$ cat src/rtl/pwm_pkg.sv
// Shared PWM constants, scheduler state encoding and load clamp helpers.
package pwm_pkg;

  localparam int unsigned CNT_W      = 12;
  localparam int unsigned PERIOD_MAX = 999;

  typedef enum logic [1:0] {
    IDLE   = 2'd0,
    DRIVE  = 2'd1,
    SETTLE = 2'd2
  } sched_state_e;

  // True when a requested load exceeds the highest legal counter value.
  function automatic logic over_max(input logic [CNT_W-1:0] value);
    return value > CNT_W'(PERIOD_MAX);
  endfunction

  // Saturate a requested load to the legal counter range.
  function automatic logic [CNT_W-1:0] clamp_load(input logic [CNT_W-1:0] value);
    return over_max(value) ? CNT_W'(PERIOD_MAX) : value;
  endfunction

endpackage

$ cat src/rtl/pwm_rr_arbiter.sv
// Combinational round-robin arbiter; search starts just after the last grant.
module pwm_rr_arbiter #(
  parameter int unsigned N  = 3,
  localparam int unsigned PW = (N > 1) ? $clog2(N) : 1
) (
  input  logic [N-1:0]  req,
  input  logic [PW-1:0] last,
  output logic [N-1:0]  grant,
  output logic          valid
);

  logic [PW-1:0] idx;
  logic          found;

  // Walk the requesters from last+1 around to last, taking the first one set.
  always_comb begin
    grant = '0;
    found = 1'b0;
    idx   = '0;
    for (int unsigned k = 1; k <= N; k++) begin
      idx = PW'((32'(last) + k) % N);
      if (!found && req[idx]) begin
        grant[idx] = 1'b1;
        found      = 1'b1;
      end
    end
  end

  assign valid = |req;

endmodule

$ cat src/rtl/pwm_load_scheduler.sv
// Serialises duty/phase loads from N_CH requesters onto the shared Load bus.
module pwm_load_scheduler
  import pwm_pkg::*;
#(
  parameter int unsigned N_CH    = 3,
  parameter int unsigned EN_HOLD = 3,
  parameter int unsigned GAP     = 3
) (
  input  logic                  Clock,
  input  logic                  Reset,
  input  logic [N_CH-1:0]       Req,
  input  logic [N_CH*CNT_W-1:0] Req_value,
  output logic [N_CH-1:0]       Ack,
  output logic [CNT_W-1:0]      Load,
  output logic [N_CH-1:0]       Load_en,
  output logic                  Busy,
  output logic                  Clamped
);

  localparam int unsigned PW       = (N_CH > 1) ? $clog2(N_CH) : 1;
  localparam int unsigned HOLD_MAX = (EN_HOLD > GAP) ? EN_HOLD : GAP;
  localparam int unsigned HW       = (HOLD_MAX > 1) ? $clog2(HOLD_MAX + 1) : 1;

  sched_state_e      state, state_n;
  logic [HW-1:0]     cnt, cnt_n;
  logic [PW-1:0]     ptr, ptr_n;
  logic [N_CH-1:0]   grant;
  logic              grant_valid;
  logic [CNT_W-1:0]  sel_value;
  logic [PW-1:0]     gidx;
  logic [N_CH-1:0]   ack_n;
  logic [N_CH-1:0]   load_en_n;
  logic [CNT_W-1:0]  load_n;
  logic              clamped_n;
  logic              busy_n;

  pwm_rr_arbiter #(.N(N_CH)) u_arb (
    .req   (Req),
    .last  (ptr),
    .grant (grant),
    .valid (grant_valid)
  );

  // Pick the granted requester's value and index from the one-hot grant.
  always_comb begin
    sel_value = '0;
    gidx      = '0;
    for (int unsigned i = 0; i < N_CH; i++) begin
      if (grant[i]) begin
        sel_value = Req_value[i*CNT_W +: CNT_W];
        gidx      = PW'(i);
      end
    end
  end

  // Next-state and next-output logic for the grant/drive/settle sequence.
  always_comb begin
    state_n   = state;
    cnt_n     = cnt;
    ptr_n     = ptr;
    ack_n     = '0;
    load_n    = Load;
    load_en_n = Load_en;
    clamped_n = 1'b0;
    unique case (state)
      IDLE: begin
        if (grant_valid) begin
          ack_n     = grant;
          load_en_n = grant;
          load_n    = clamp_load(sel_value);
          clamped_n = over_max(sel_value);
          ptr_n     = gidx;
          cnt_n     = HW'(EN_HOLD - 1);
          state_n   = DRIVE;
        end
      end
      DRIVE: begin
        if (cnt == '0) begin
          load_en_n = '0;
          cnt_n     = HW'(GAP - 1);
          state_n   = SETTLE;
        end else begin
          cnt_n = cnt - HW'(1);
        end
      end
      SETTLE: begin
        if (cnt == '0) begin
          state_n = IDLE;
        end else begin
          cnt_n = cnt - HW'(1);
        end
      end
      default: begin
        load_en_n = '0;
        state_n   = IDLE;
      end
    endcase
    busy_n = (state_n != IDLE);
  end

  // State, pointer and registered outputs; reset abandons any transfer.
  always_ff @(posedge Clock) begin
    if (Reset) begin
      state   <= IDLE;
      cnt     <= '0;
      ptr     <= PW'(N_CH - 1);
      Ack     <= '0;
      Load    <= '0;
      Load_en <= '0;
      Busy    <= 1'b0;
      Clamped <= 1'b0;
    end else begin
      state   <= state_n;
      cnt     <= cnt_n;
      ptr     <= ptr_n;
      Ack     <= ack_n;
      Load    <= load_n;
      Load_en <= load_en_n;
      Busy    <= busy_n;
      Clamped <= clamped_n;
    end
  end

endmodule

$ cat config.mk
export PLATFORM = sky130hd
export DESIGN_NAME = pwm_load_scheduler
export DESIGN_NICKNAME = d
export VERILOG_FILES = /design/src/rtl/pwm_pkg.sv /design/src/rtl/pwm_rr_arbiter.sv /design/src/rtl/pwm_load_scheduler.sv
export SDC_FILE = /design/constraint.sdc
export NUM_CORES = 1
export LEC_CHECK = 0
export CAP_MARGIN = 20
export CORE_ASPECT_RATIO = 0.7
export CORE_MARGIN = 2
export CORE_UTILIZATION = 45
export DETAILED_ROUTE_END_ITERATION = 7
export PLACE_DENSITY_LB_ADDON = 0.08
export REMOVE_ABC_BUFFERS = 1
export SKIP_CTS_REPAIR_TIMING = 1
export SYNTH_ARGS = -nofsm -noshare
export SYNTH_HDL_FRONTEND = slang
export SYNTH_SLANG_ARGS = --single-unit
$ cat constraint.sdc
create_clock -name Clock -period 3.3 [get_ports Clock]
set_input_delay 0.66 -clock Clock [delete_from_list [all_inputs] [get_ports Clock]]
set_output_delay 0.66 -clock Clock [all_outputs]
set_load 0.1 [all_outputs]
== Yosys cells after proc, flatten, opt, wreduce, memory -nomap -nowiden ==
Index checks and enable logic that the tools add are counted.

* Add/subtract/negate cells: 4
* Multiply operators: 0
* Div/mod/pow operators: 3
* Magnitude comparators: 7
* Eq/ne operators: 5
* Shifts and indexed selects: 0
* Muxes and demuxes: 34
* Bitwise logic cells: 5
* Reduce and logical (&&, ||, !) cells: 16

{| class="wikitable"
|+ Operators with widths
! kind !! count
|-
| 32-bit by 2-bit remainder unit with 32-bit output, second input constant || 3
|-
| 12-bit two-way mux || 4
|-
| 3-bit two-way mux || 5
|-
| 2-bit two-way mux || 7
|-
| 12-bit by 10-bit > comparator with 1-bit output, second input constant || 1
|-
| 2-bit one-hot mux with 3 select lines || 2
|-
| 2-bit by 3-bit < comparator with 1-bit output, second input constant || 3
|-
| 1-bit two-way mux || 9
|-
| 3-bit one-hot mux with 3 select lines || 1
|-
| 2-bit by 2-bit adder with 3-bit output, second input constant || 2
|-
| 1-bit binary-select mux with 2-bit select || 3
|-
| 1-bit demux with 2-bit select || 3
|-
| 2-bit by 1-bit greater-or-equal comparator with 1-bit output, second input constant || 3
|-
| 2-bit != test, second input constant || 3
|-
| 3-bit bitwise OR || 2
|-
| 3-bit AND reduction || 2
|-
| 3-bit OR reduction || 2
|-
| 1-bit logical AND || 5
|-
| 2-bit zero test || 2
|-
| 2-bit by 1-bit adder with 3-bit output, second input constant || 1
|-
| 1-bit inverter || 3
|-
| 3-bit nonzero test || 1
|-
| 2-bit by 1-bit == test with 1-bit output, second input constant || 1
|-
| 2-bit == test, second input constant || 1
|-
| other kinds (4) || 5
|}

* Bits in registers: 26
* Latch bits: 0
* Memory bits (writable): 0
* Memory bits (read-only): 0
* Output and inout port bits: 20
* Logic and storage cells: 82
* Memories: 0

== Logic depth before layout (Yosys ltp) ==
* Depth after elaboration: 16
* Depth in mapped cells: 11
* Depth with buffers taken out: 9

== Cells and area by module ==
A second synthesis with hierarchy kept.

* Cells, all modules: 201
* Area, all modules: 1700.4 sq um

{| class="wikitable"
|+ By module, submodules not included
! module !! instances !! cells each !! area each (sq um) !! sequential area each (sq um)
|-
| pwm_load_scheduler || 1 || 168 || 1466.4 || 520.5
|-
| pwm_rr_arbiter || 1 || 33 || 234.0 || 0.0
|}

== Worst setup path after synthesis ==
Ideal clock, no wire load.

* Path type: reg-to-reg
* Start: register ptr[0]
* End: register Load[0]
* Library setup time: 0.081 ns
* Data arrival time: 2.267 ns
* Setup slack: 0.952 ns
* Stages on the path, launching flop included: 11
* Period minus slack after synthesis: 2.348 ns
* Path through: dfxtp_1 inv_1 ha_1 buf_6 o31ai_2 a21o_2 buf_6 o2111ai_1 a22oi_1 o2111ai_2 a41oi_1

* Cells in the longest elaborated chain, start to end: 16
* Elaborated cells between the ends (all ways): 43
* Classes of those cells: 3 x add/sub; 3 x div; 7 x order compare; 21 x mux; 2 x bitwise; 7 x reduce/logical

{| class="wikitable"
|+ RTL lines
! element !! line !! RTL
|-
| from (decl) || pwm_load_scheduler.sv:26 || <nowiki>logic [PW-1:0] ptr, ptr_n;</nowiki>
|-
| from (signal assigned) || pwm_load_scheduler.sv:106 || <nowiki>ptr <= PW'(N_CH - 1);</nowiki>
|-
| from (signal assigned) || pwm_load_scheduler.sv:115 || <nowiki>ptr <= ptr_n;</nowiki>
|-
| 2-bit by 1-bit adder with 3-bit output || pwm_rr_arbiter.sv:21 || <nowiki>idx = PW'((32'(last) + k) % N);</nowiki>
|-
| 32-bit by 2-bit remainder unit with 32-bit output || pwm_rr_arbiter.sv:21 ||
|-
| 2-bit by 3-bit < comparator with 1-bit output (implied by the code) (tied with other cells) || pwm_rr_arbiter.sv:23 || <nowiki>grant[idx] = 1'b1;</nowiki>
|-
| 1-bit logical AND (implied by the code) / 1-bit two-way mux (equally long branches) || pwm_rr_arbiter.sv:23, pwm_rr_arbiter.sv:22 ||
|-
| 1-bit two-way mux (on tied branches) || pwm_rr_arbiter.sv:23, pwm_rr_arbiter.sv:22 ||
|-
| 1-bit demux with 2-bit select / 1-bit zero test (equally long branches) || n/a ||
|-
| 3-bit two-way mux / 1-bit logical AND (equally long branches) || pwm_rr_arbiter.sv:22 || <nowiki>if (!found && req[idx]) begin</nowiki>
|-
| 3-bit bitwise OR (no source line) / 1-bit two-way mux (equally long branches) || n/a ||
|-
| 3-bit two-way mux / 1-bit zero test (equally long branches) || pwm_rr_arbiter.sv:22 ||
|-
| 3-bit bitwise OR (no source line) / 1-bit logical AND (equally long branches) || n/a ||
|-
| 3-bit two-way mux (*) || pwm_rr_arbiter.sv:22 ||
|-
| 12-bit two-way mux (2 in series) || pwm_load_scheduler.sv:49 || <nowiki>if (grant[i]) begin</nowiki>
|-
| 12-bit two-way mux (*) || pwm_load_scheduler.sv:49 ||
|-
| 12-bit by 10-bit > comparator with 1-bit output || pwm_pkg.sv:15 || <nowiki>return value > CNT_W'(PERIOD_MAX);</nowiki>
|-
| 12-bit two-way mux (*) || pwm_pkg.sv:20 || <nowiki>return over_max(value) ? CNT_W'(PERIOD_MAX) : value;</nowiki>
|-
| to (signal assigned) || pwm_load_scheduler.sv:117 || <nowiki>Load <= load_n;</nowiki>
|-
| to (decl) || pwm_load_scheduler.sv:14 || <nowiki>output logic [CNT_W-1:0] Load,</nowiki>
|}

Mark *: on every way between the ends. The rest lies on a longest branch, timed or not. The select of a mux whose other input is x is not followed.
A chain may end at the register's enable or synchronous reset.

== Final worst setup path ==
* Start: register ptr[0]
* End: register Load[4]

The elaborated chain is that of the path after synthesis.

==> impl_metrics.ini <==
[synthesis]
synth.distinct_cells = 49
post_synth_edffs = 0
post-synth-top-area-fraction_pct = 30.3
largest_cells_by_area_after_synthesis = sky130_fd_sc_hd__dfxtp_1 30%, sky130_fd_sc_hd__ha_1 7.3%, sky130_fd_sc_hd__nand2_1 5.0%
most_instantiated_flip_flop_cell_in_the_synthesis_netlist = sky130_fd_sc_hd__dfxtp_1
post_synth_inst_count = 204
post_synth_instance_area_sq_um = 1720
synth.ff_latch_count = 26
syn_avg_cell_area_sq_um = 8.42
post-synth-top-area-cell = sky130_fd_sc_hd__dfxtp_1
synth-warning-count = 0
sequential_fraction_of_the_synthesis_area_pct = 30.3
synth_async_sr_flop_share_pct = 0

[worst_setup_path]
reg2reg_from = ptr[0]
startpoint = ptr[0]
timing.critical_path.depth = 9
worst_r2r_endpoint = Load[4]
critical_path_required_ps = 3520
worst_setup_path_start_kind = register
path_delay_family = compound AO/OA/AOI/OAI gates
endpoint_kind = register
critical_path.max_fanout = 18
critical-path-max-stage-delay_ps = 510
crit_buf_inv = 1
critPathKind = register to register
reg2regPathDepth = 9
crit_path_cell_trace = inv_1, ha_1, o21bai_1, a22o_1, a32oi_4, a21boi_1, a22oi_1, a311oi_2, a22o_1
r2r_setup_slack_ps = 390
timing.critical_path.mode_cell = sky130_fd_sc_hd__a22o_1
endpoint = Load[4]
cp_slowest_cell = sky130_fd_sc_hd__a32oi_4
arrival_ps = 3130

[timing]
final_total_negative_setup_slack_ps = 0
layout_worst_path_cycle_share_pct = 88.2
timing.clock.skew_ps = 3.64
worstMarginPinSlew_ps = 699
fmaxAchievable_ghz = 0.344
hold_ws_ps = 456
report.final.setup_viol = 0
min_period_ps = 2910
grt_setup_unrepaired = no
report.final.hold_viol_count = 0
timing.max_slew.rel_slack_pct = 52.8
slew_violations = 0

[floorplanning]
fp.dieArea_sq_um = 4340
dieWidth_um = 77.9
placement_rows = 18
io-pin-count = 61
die_height_um = 55.7
starting_density_of_the_core_pct = 48.0
core_area_sq_um = 3580

[clocking]
cts_htree_levels = 1
cts_buffer_depth = 2
tritoncts = yes
worst_path_clk_slew_ps = 90
clock_tree.root_cell = sky130_fd_sc_hd__clkbuf_8
tritoncts.num_buffers = 3
clk_latency_ps = 270
clock-sinks = 26

[cells_and_area]
final_design_area_no_fill_sq_um = 2350
post-route-util_pct = 65.5
final_net_count = 311
most-common-layout-cells = 40 x sky130_fd_sc_hd__clkdlybuf4s50_1, 26 x sky130_fd_sc_hd__dfxtp_1, 24 x sky130_fd_sc_hd__buf_4
final_common_cell = sky130_fd_sc_hd__clkdlybuf4s50_1
final_layout_size_suffix_gt1_share_pct = 16.6
ant_diodes = 0
layout-area-overhead-vs-synth_pct = 36.6
layout.filler_cells = 320

[detailed_routing]
overall_routed_net_length_mm = 4.65
detail-route-antenna-nets = 0
vias = 1703
dr.first_iter.drc_count = 123
drcViolationCount = 0
drt_pass_1_iters = 4
routed_wire_length_per_instance_um = 15.1
vias_per_cell = 5.51

[global_route]
number_of_antenna_violations_at_the_first_check_in_global_routing = 0
global_route_wire_length_before_repair_mm = 8.08
grt-ovfl-total = 0
grt_usage_pct = 22.6
grt_pass1_vias = 1694
grt_start_max_net_pins = 19

[placement]
portBuffers = 60
placement.cell_area_sq_um = 2270
routabilityCongestion = 0.888
detailed_place_hpwl_mm = 3.52

[flow_run]
max_cap_viol_count = 0

[outcome]
status = finished clean

[min_path]
min_path_type = register to register

[power]
power.density_cell_area_nw_per_um2 = 1110
worst_ir_drop_vdd_uv = 633
p_leak_nw = 0.940
==> tightest hold or removal path: stages, from the launching register on <==
cell	delay (ps)
sky130_fd_sc_hd__dfxtp_1	320
sky130_fd_sc_hd__nand2_1	50
sky130_fd_sc_hd__a21oi_1	50
==> per-layer routing <==
metal | part of all wire (%) | track usage [%] | routed length (um)
met5 | 0 | 0 | 0
met4 | 0.84 | 4.59 | 39
met3 | 5.5 | 3.41 | 258
met2 | 41 | 32.8 | 1920
met1 | 52 | 35.1 | 2440
==> cells in the mapped netlist, types with 2 or more instances <==
cell type,n
sky130_fd_sc_hd__dfxtp_1,26
sky130_fd_sc_hd__nand2_1,23
sky130_fd_sc_hd__nor2_1,18
sky130_fd_sc_hd__ha_1,10
sky130_fd_sc_hd__o21ai_0,10
sky130_fd_sc_hd__inv_1,9
sky130_fd_sc_hd__a21oi_1,8
sky130_fd_sc_hd__o2111ai_1,7
sky130_fd_sc_hd__nand2b_1,6
sky130_fd_sc_hd__nor3_1,6
sky130_fd_sc_hd__clkbuf_1,5
sky130_fd_sc_hd__o21bai_1,5
sky130_fd_sc_hd__a21boi_1,4
sky130_fd_sc_hd__a41oi_1,4
sky130_fd_sc_hd__buf_6,4
sky130_fd_sc_hd__a22o_1,3
sky130_fd_sc_hd__a22oi_1,3
sky130_fd_sc_hd__a311oi_1,3
sky130_fd_sc_hd__a31oi_1,3
sky130_fd_sc_hd__and2_1,3
sky130_fd_sc_hd__buf_2,3
sky130_fd_sc_hd__mux2i_1,3
sky130_fd_sc_hd__nor2b_1,3
sky130_fd_sc_hd__o211ai_1,3
sky130_fd_sc_hd__o21ai_1,3
sky130_fd_sc_hd__a211o_1,2
sky130_fd_sc_hd__a21boi_0,2
sky130_fd_sc_hd__nand3_1,2
sky130_fd_sc_hd__o2111ai_2,2
sky130_fd_sc_hd__or2_2,2
==> where the power goes <==
part / internal, W / total (W) / switching [W] / leakage [nW]
clock: 0.000162 / 0.000267 / 0.000105 / 0.0357
combinational: 0.000537 / 0.00183 / 0.00130 / 0.689
sequential: 0.000427 / 0.000495 / 0.0000684 / 0.214
==> state kept, by name, summed over array words and instances (netlist names) <==
name and flops:
Clamped 1, state 2, Load 12, cnt 2, ptr 2, Load_en 3, Ack 3, Busy 1
==> per-stage QoR <==
stage / power [W] / std cells / setup slack, ps
final: 0.00260 / 309 / 389
after global routing: 0.00277 / 309 / 123
after CTS: 0.00258 / 308 / 416
after detailed placement: 0.00230 / 304 / 200
after global placement: 0.00229 / 304 / 248
after floorplan: 0.00188 / 191 / 594
==> logic make-up after synthesis <==
| group | count (synthesis) | share of synthesized area (%) |
|---|---|---|
| buf+inv | 22 | 6.99 |
| fa+ha+maj | 10 | 7.28 |
| mux | 3 | 1.75 |
| compound gates | 76 | 35.5 |
| simple gates | 67 | 18.1 |
| flops | 26 | 30.3 |
==> how the worst min path moves through the flow <==
stage | to | slack [ps] | cells after the start | from
2_1_floorplan | cnt[0] | 430 | 2 | cnt[0]
5_1_grt | Load_en[2] | 490 | 2 | Load_en[2]
3_5_place_dp | Load_en[0] | 450 | 2 | Load_en[0]
6_report | Load_en[0] | 460 | 2 | Load_en[0]
3_3_place_gp | cnt[0] | 440 | 2 | cnt[0]
4_1_cts | Load_en[0] | 460 | 2 | Load_en[0]
==> area by class of cell <==
| cell class | instances | area (sq um) | area share (%) |
|---|---|---|---|
| Clock inverter | 1 | 30.0 | 1.28 |
| Multi-Input combinational cell | 156 | 1080 | 45.9 |
| Timing Repair Buffer | 64 | 581 | 24.7 |
| Clock buffer | 3 | 41.3 | 1.76 |
| Tap cell | 50 | 62.6 | 2.67 |
| Inverter | 9 | 33.8 | 1.44 |
| Sequential cell | 26 | 520 | 22.2 |
No activity file was read; power rests on OpenSTA's default activity.
==> RTL change 1: new RTL, same settings <==
The parameter `EN_HOLD` goes from 3 to 5.
--- a/src/rtl/pwm_load_scheduler.sv
+++ b/src/rtl/pwm_load_scheduler.sv
@@ -5,3 +5,3 @@
   parameter int unsigned N_CH    = 3,
-  parameter int unsigned EN_HOLD = 3,
+  parameter int unsigned EN_HOLD = 5,
   parameter int unsigned GAP     = 3
Formal check against the unedited RTL: not equivalent (a bounded check fails within 10 cycles, from zero or initial values and one cycle with Reset high).
==> RTL change 1 against the original RTL <==
Global-route usage fell by 2.2 points. Critical path depth rose by 3. Synthesized area fell by 0.29%. Utilization rose by 1.1 points. Cell area rose by 1.7%. Final cell count rose by 4.5%. Power rose by 5.9%. Sequential cell count rose by 1. Critical endpoint is now Load[0]. Sequential power rose by 4.6%. Routed wire length fell by 6.4%. Largest cell class unchanged. Setup slack improved by 0.013 ns. Synthesized cell count rose by 3.4%. Clock skew rose by 0.0036 ns.
==> RTL change 1: results (changes against the original RTL) <==
Routing
  • WL per Instance: 13.5 µm (was 15.1 µm)
  • Met1 Wirelength: 2.20 mm (was 2.44 mm)
  • Drt total wl: 4.35 mm (was 4.65 mm)
  • Met2 wire length: 1.91 mm (was 1.92 mm)
  • Iteration-0 DRC Markers: 107 (was 123)
  • Met3 routed WL: 251 µm (was 258 µm)

Global route
  • M3 GR Usage: 4.38% (was 3.41%)
  • Vias in the first global route: 1,538 (was 1,694)
  • Largest net degree at the start of global routing: 17 (was 19)
  • Global-route track usage on met2: 31.7% (was 32.8%)

STA
  • Worst slew margin: 35.5% (was 52.8%)
  • Clock Skews: 0.00725 ns (was 0.00364 ns)

Power
  • P_leak: 0.000961 µW (was 0.000940 µW)
  • Power share of the combinational group: 74.2% (was 70.6%)
  • Peak VDD IR: 0.585 mV (was 0.633 mV)
  • Power after layout: 2750 µW (was 2600 µW)
  • Clk power: 191 µW (was 267 µW)

Finish
  • Fin nets: 325 (was 311)
  • Filler Cell Count: 294 (was 320)

Logic synthesis
  • Synth area leaders: dfxtp_1 (32%), ha_1 (7.3%), nor2_1 (5.9%), nand2b_1 (4.4%), nand2_1 (3.7%) (was dfxtp_1 (30%), ha_1 (7.3%), nand2_1 (5.0%), nor2_1 (3.9%), o2111ai_1 (3.6%))
  • Compound-gate portion of the synthesized area: 24.8% (was 35.5%)
  • Adder-cell share of the synthesized area: 7.30% (was 7.28%)
  • Synth cell count leaders: dfxtp_1 (27), nor2_1 (27), nand2_1 (17), nand2b_1 (12) (was dfxtp_1 (26), nand2_1 (23), nor2_1 (18), ha_1 (10), o21ai_0 (10))
  • Post-synthesis mux area share: 2.41% (was 1.75%)
  • Sequential-to-total area share from yosys stat: 31.6% (was 30.3%)
  • Mean post-synth cell area: 8.12 µm² (was 8.42 µm²)

Status
  • Status: finished clean (unchanged)

Setup path
  • CP max stage delay: 0.40 ns (was 0.51 ns)
  • CP max FO: 9 (was 18)
  • Slowest-stage cell, CP: dfxtp_1 (was a32oi_4)

Placed design
  • Placed inst area: 0.00234 mm² (was 0.00227 mm²)
  • Worst slack at placement: 0.143 ns (was 0.200 ns)
  • Dpl cells: 319 (was 304)
  • GPL Wtd Cong: 0.888 (about the same)
  • Detailed placement HPWL: 3.52 mm (about the same)
==> RTL change 1: kinds of logic after synthesis <==
family / after synthesis
adders and majority gates: 10
buffers and inverters: 19
DFF: 27
muxes: 4
and+or+nand+nor: 93
AOI/OAI and AO/OA: 58
==> RTL change 1: worst paths after layout <==
check,startpoint,to,slack [ns],cells after the start
setup / recovery,ptr[0],Load[0],0.40,12
hold / removal,Load[11],Load[11],0.47,1
setup reg to reg,ptr[0],Load[0],0.40,12
hold reg to reg,Load[11],Load[11],0.47,1
==> RTL change 1: cell type report <==
| type | instances | area, µm² | area share (%) |
|---|---|---|---|
| Inverter | 9 | 33.8 | 1.42 |
| Sequential cell | 27 | 541 | 22.7 |
| Timing Repair Buffer | 68 | 613 | 25.7 |
| Tap cell | 50 | 62.6 | 2.62 |
| Clock inverter | 1 | 7.51 | 0.315 |
| Clock buffer | 3 | 41.3 | 1.73 |
| Multi-Input combinational cell | 165 | 1090 | 45.5 |
==> RTL change 2: new RTL, config.mk and constraints unchanged <==
Made on the original files. Re-encode `sched_state_e` (3 states) as one-hot, 3 bits wide.
--- a/src/rtl/pwm_pkg.sv
+++ b/src/rtl/pwm_pkg.sv
@@ -6,6 +6,6 @@
 
-  typedef enum logic [1:0] {
-    IDLE   = 2'd0,
-    DRIVE  = 2'd1,
-    SETTLE = 2'd2
+  typedef enum logic [2:0] {
+    IDLE   = 3'b001,
+    DRIVE  = 3'b010,
+    SETTLE = 3'b100
   } sched_state_e;
Behaviour: same outputs for any inputs over 10 cycles, from zero or initial values and one cycle with Reset high; not proved beyond that.
==> RTL change 2 against the original RTL <==
Sequential cell count up 1. Clock power down 29%. Synthesized cell count up 2.0%. Power down 38%. Synthesized area up 0.22%. Combinational power down 46%. Clock skew down 0.0013 ns. Setup slack worse by 0.21 ns. Routed wire length down 9.4%. Register-to-register slack worse by 0.15 ns. Cell area up 1.1%. Final cell count up 2.6%. Via count down 3.2%. Count of clock-buffer cells in the layout unchanged.
==> RTL change 2: results (changes against the original RTL) <==
Placed design
  • GPL Wtd Cong: 0.855 (was 0.888)
  • Placed inst area: 0.00232 mm² (was 0.00227 mm²)
  • Worst slack at placement: -0.0800 ns (was 0.200 ns)

Finish
  • Inverters: 8 (was 9)
  • Filler Cell Count: 333 (was 320)
  • Signal buffers: 68 (was 64)
  • Buffering overhead: 25.8% (was 24.7%)
  • Reg area: 541 µm² (was 520 µm²)

Setup path
  • Setup crit start: Req[1] (was ptr[0])
  • End of the critical path: Load[0] (was Load[4])

Global route
  • Vias in the first global route: 1,425 (was 1,694)
  • GRT Total Usage: 19.8% (was 22.6%)

Logic synthesis
  • Yosys cell types: 50 (was 49)
  • Synth area leaders: dfxtp_1 (31%), nor2_1 (6.3%), ha_1 (4.4%), nor3_1 (3.5%), mux2_4 (3.5%) (was dfxtp_1 (30%), ha_1 (7.3%), nand2_1 (5.0%), nor2_1 (3.9%), o2111ai_1 (3.6%))
  • Compound-gate portion of the synthesized area: 28.2% (was 35.5%)
  • Post-synthesis mux area share: 6.47% (was 1.75%)
  • Synth cell count leaders: nor2_1 (29), dfxtp_1 (27), nand2_1 (16), nor3_1 (12), o21ai_0 (10) (was dfxtp_1 (26), nand2_1 (23), nor2_1 (18), ha_1 (10), o21ai_0 (10))

Min path
  • HP Start: Load[4] (was Load_en[0])

Routing
  • Iteration-0 DRC Markers: 88 (was 123)
  • Via density: 5.20 (was 5.51)
  • WL per Instance: 13.3 µm (was 15.1 µm)

STA
  • Clock Skews: 0.00239 ns (was 0.00364 ns)

Power
  • Switch share: 50.6% (was 56.6%)
  • P_leak: 0.000966 µW (was 0.000940 µW)

Status
  • Status: finished clean (unchanged)
RTL change 2: cell count changes after synthesis, moves of 4 or more:
cell       unedited run  this run
nand2_1              23        16
nor2_1               18        29
ha_1                 10         6
o21bai_1              5         0
a21boi_1              4         0
nor3_1                6        12
a41oi_1               4         0
mux2_4                0         4
o2111ai_1             7         0
RTL change 2: power by group through the flow:
stage	clock [µW]	combinational (µW)	sequential (µW)
finish	190	988	420
floorplan	0	427	734
global placement	0	984	427
detailed placement	0	985	427
global route	210	1060	428
CTS	195	988	420
RTL change 2: critical path, cell delays in order:
cell and delay (ns):
clkdlybuf4s50_1 0.57, mux2i_1 0.10, o22ai_1 0.33, o31a_1 0.43, mux2_4 0.34, a31oi_2 0.20
a211oi_1 0.15, a211oi_2 0.36, a211oi_1 0.13
RTL change 2: layer usage:
metal	vias to the layer above	track usage, %	wire (µm)
met5	-	0	0
li1	868	-	-
met1	724	30.8	2260
met3	0	4.22	263
met2	56	28.2	1700
met4	0	3.01	0
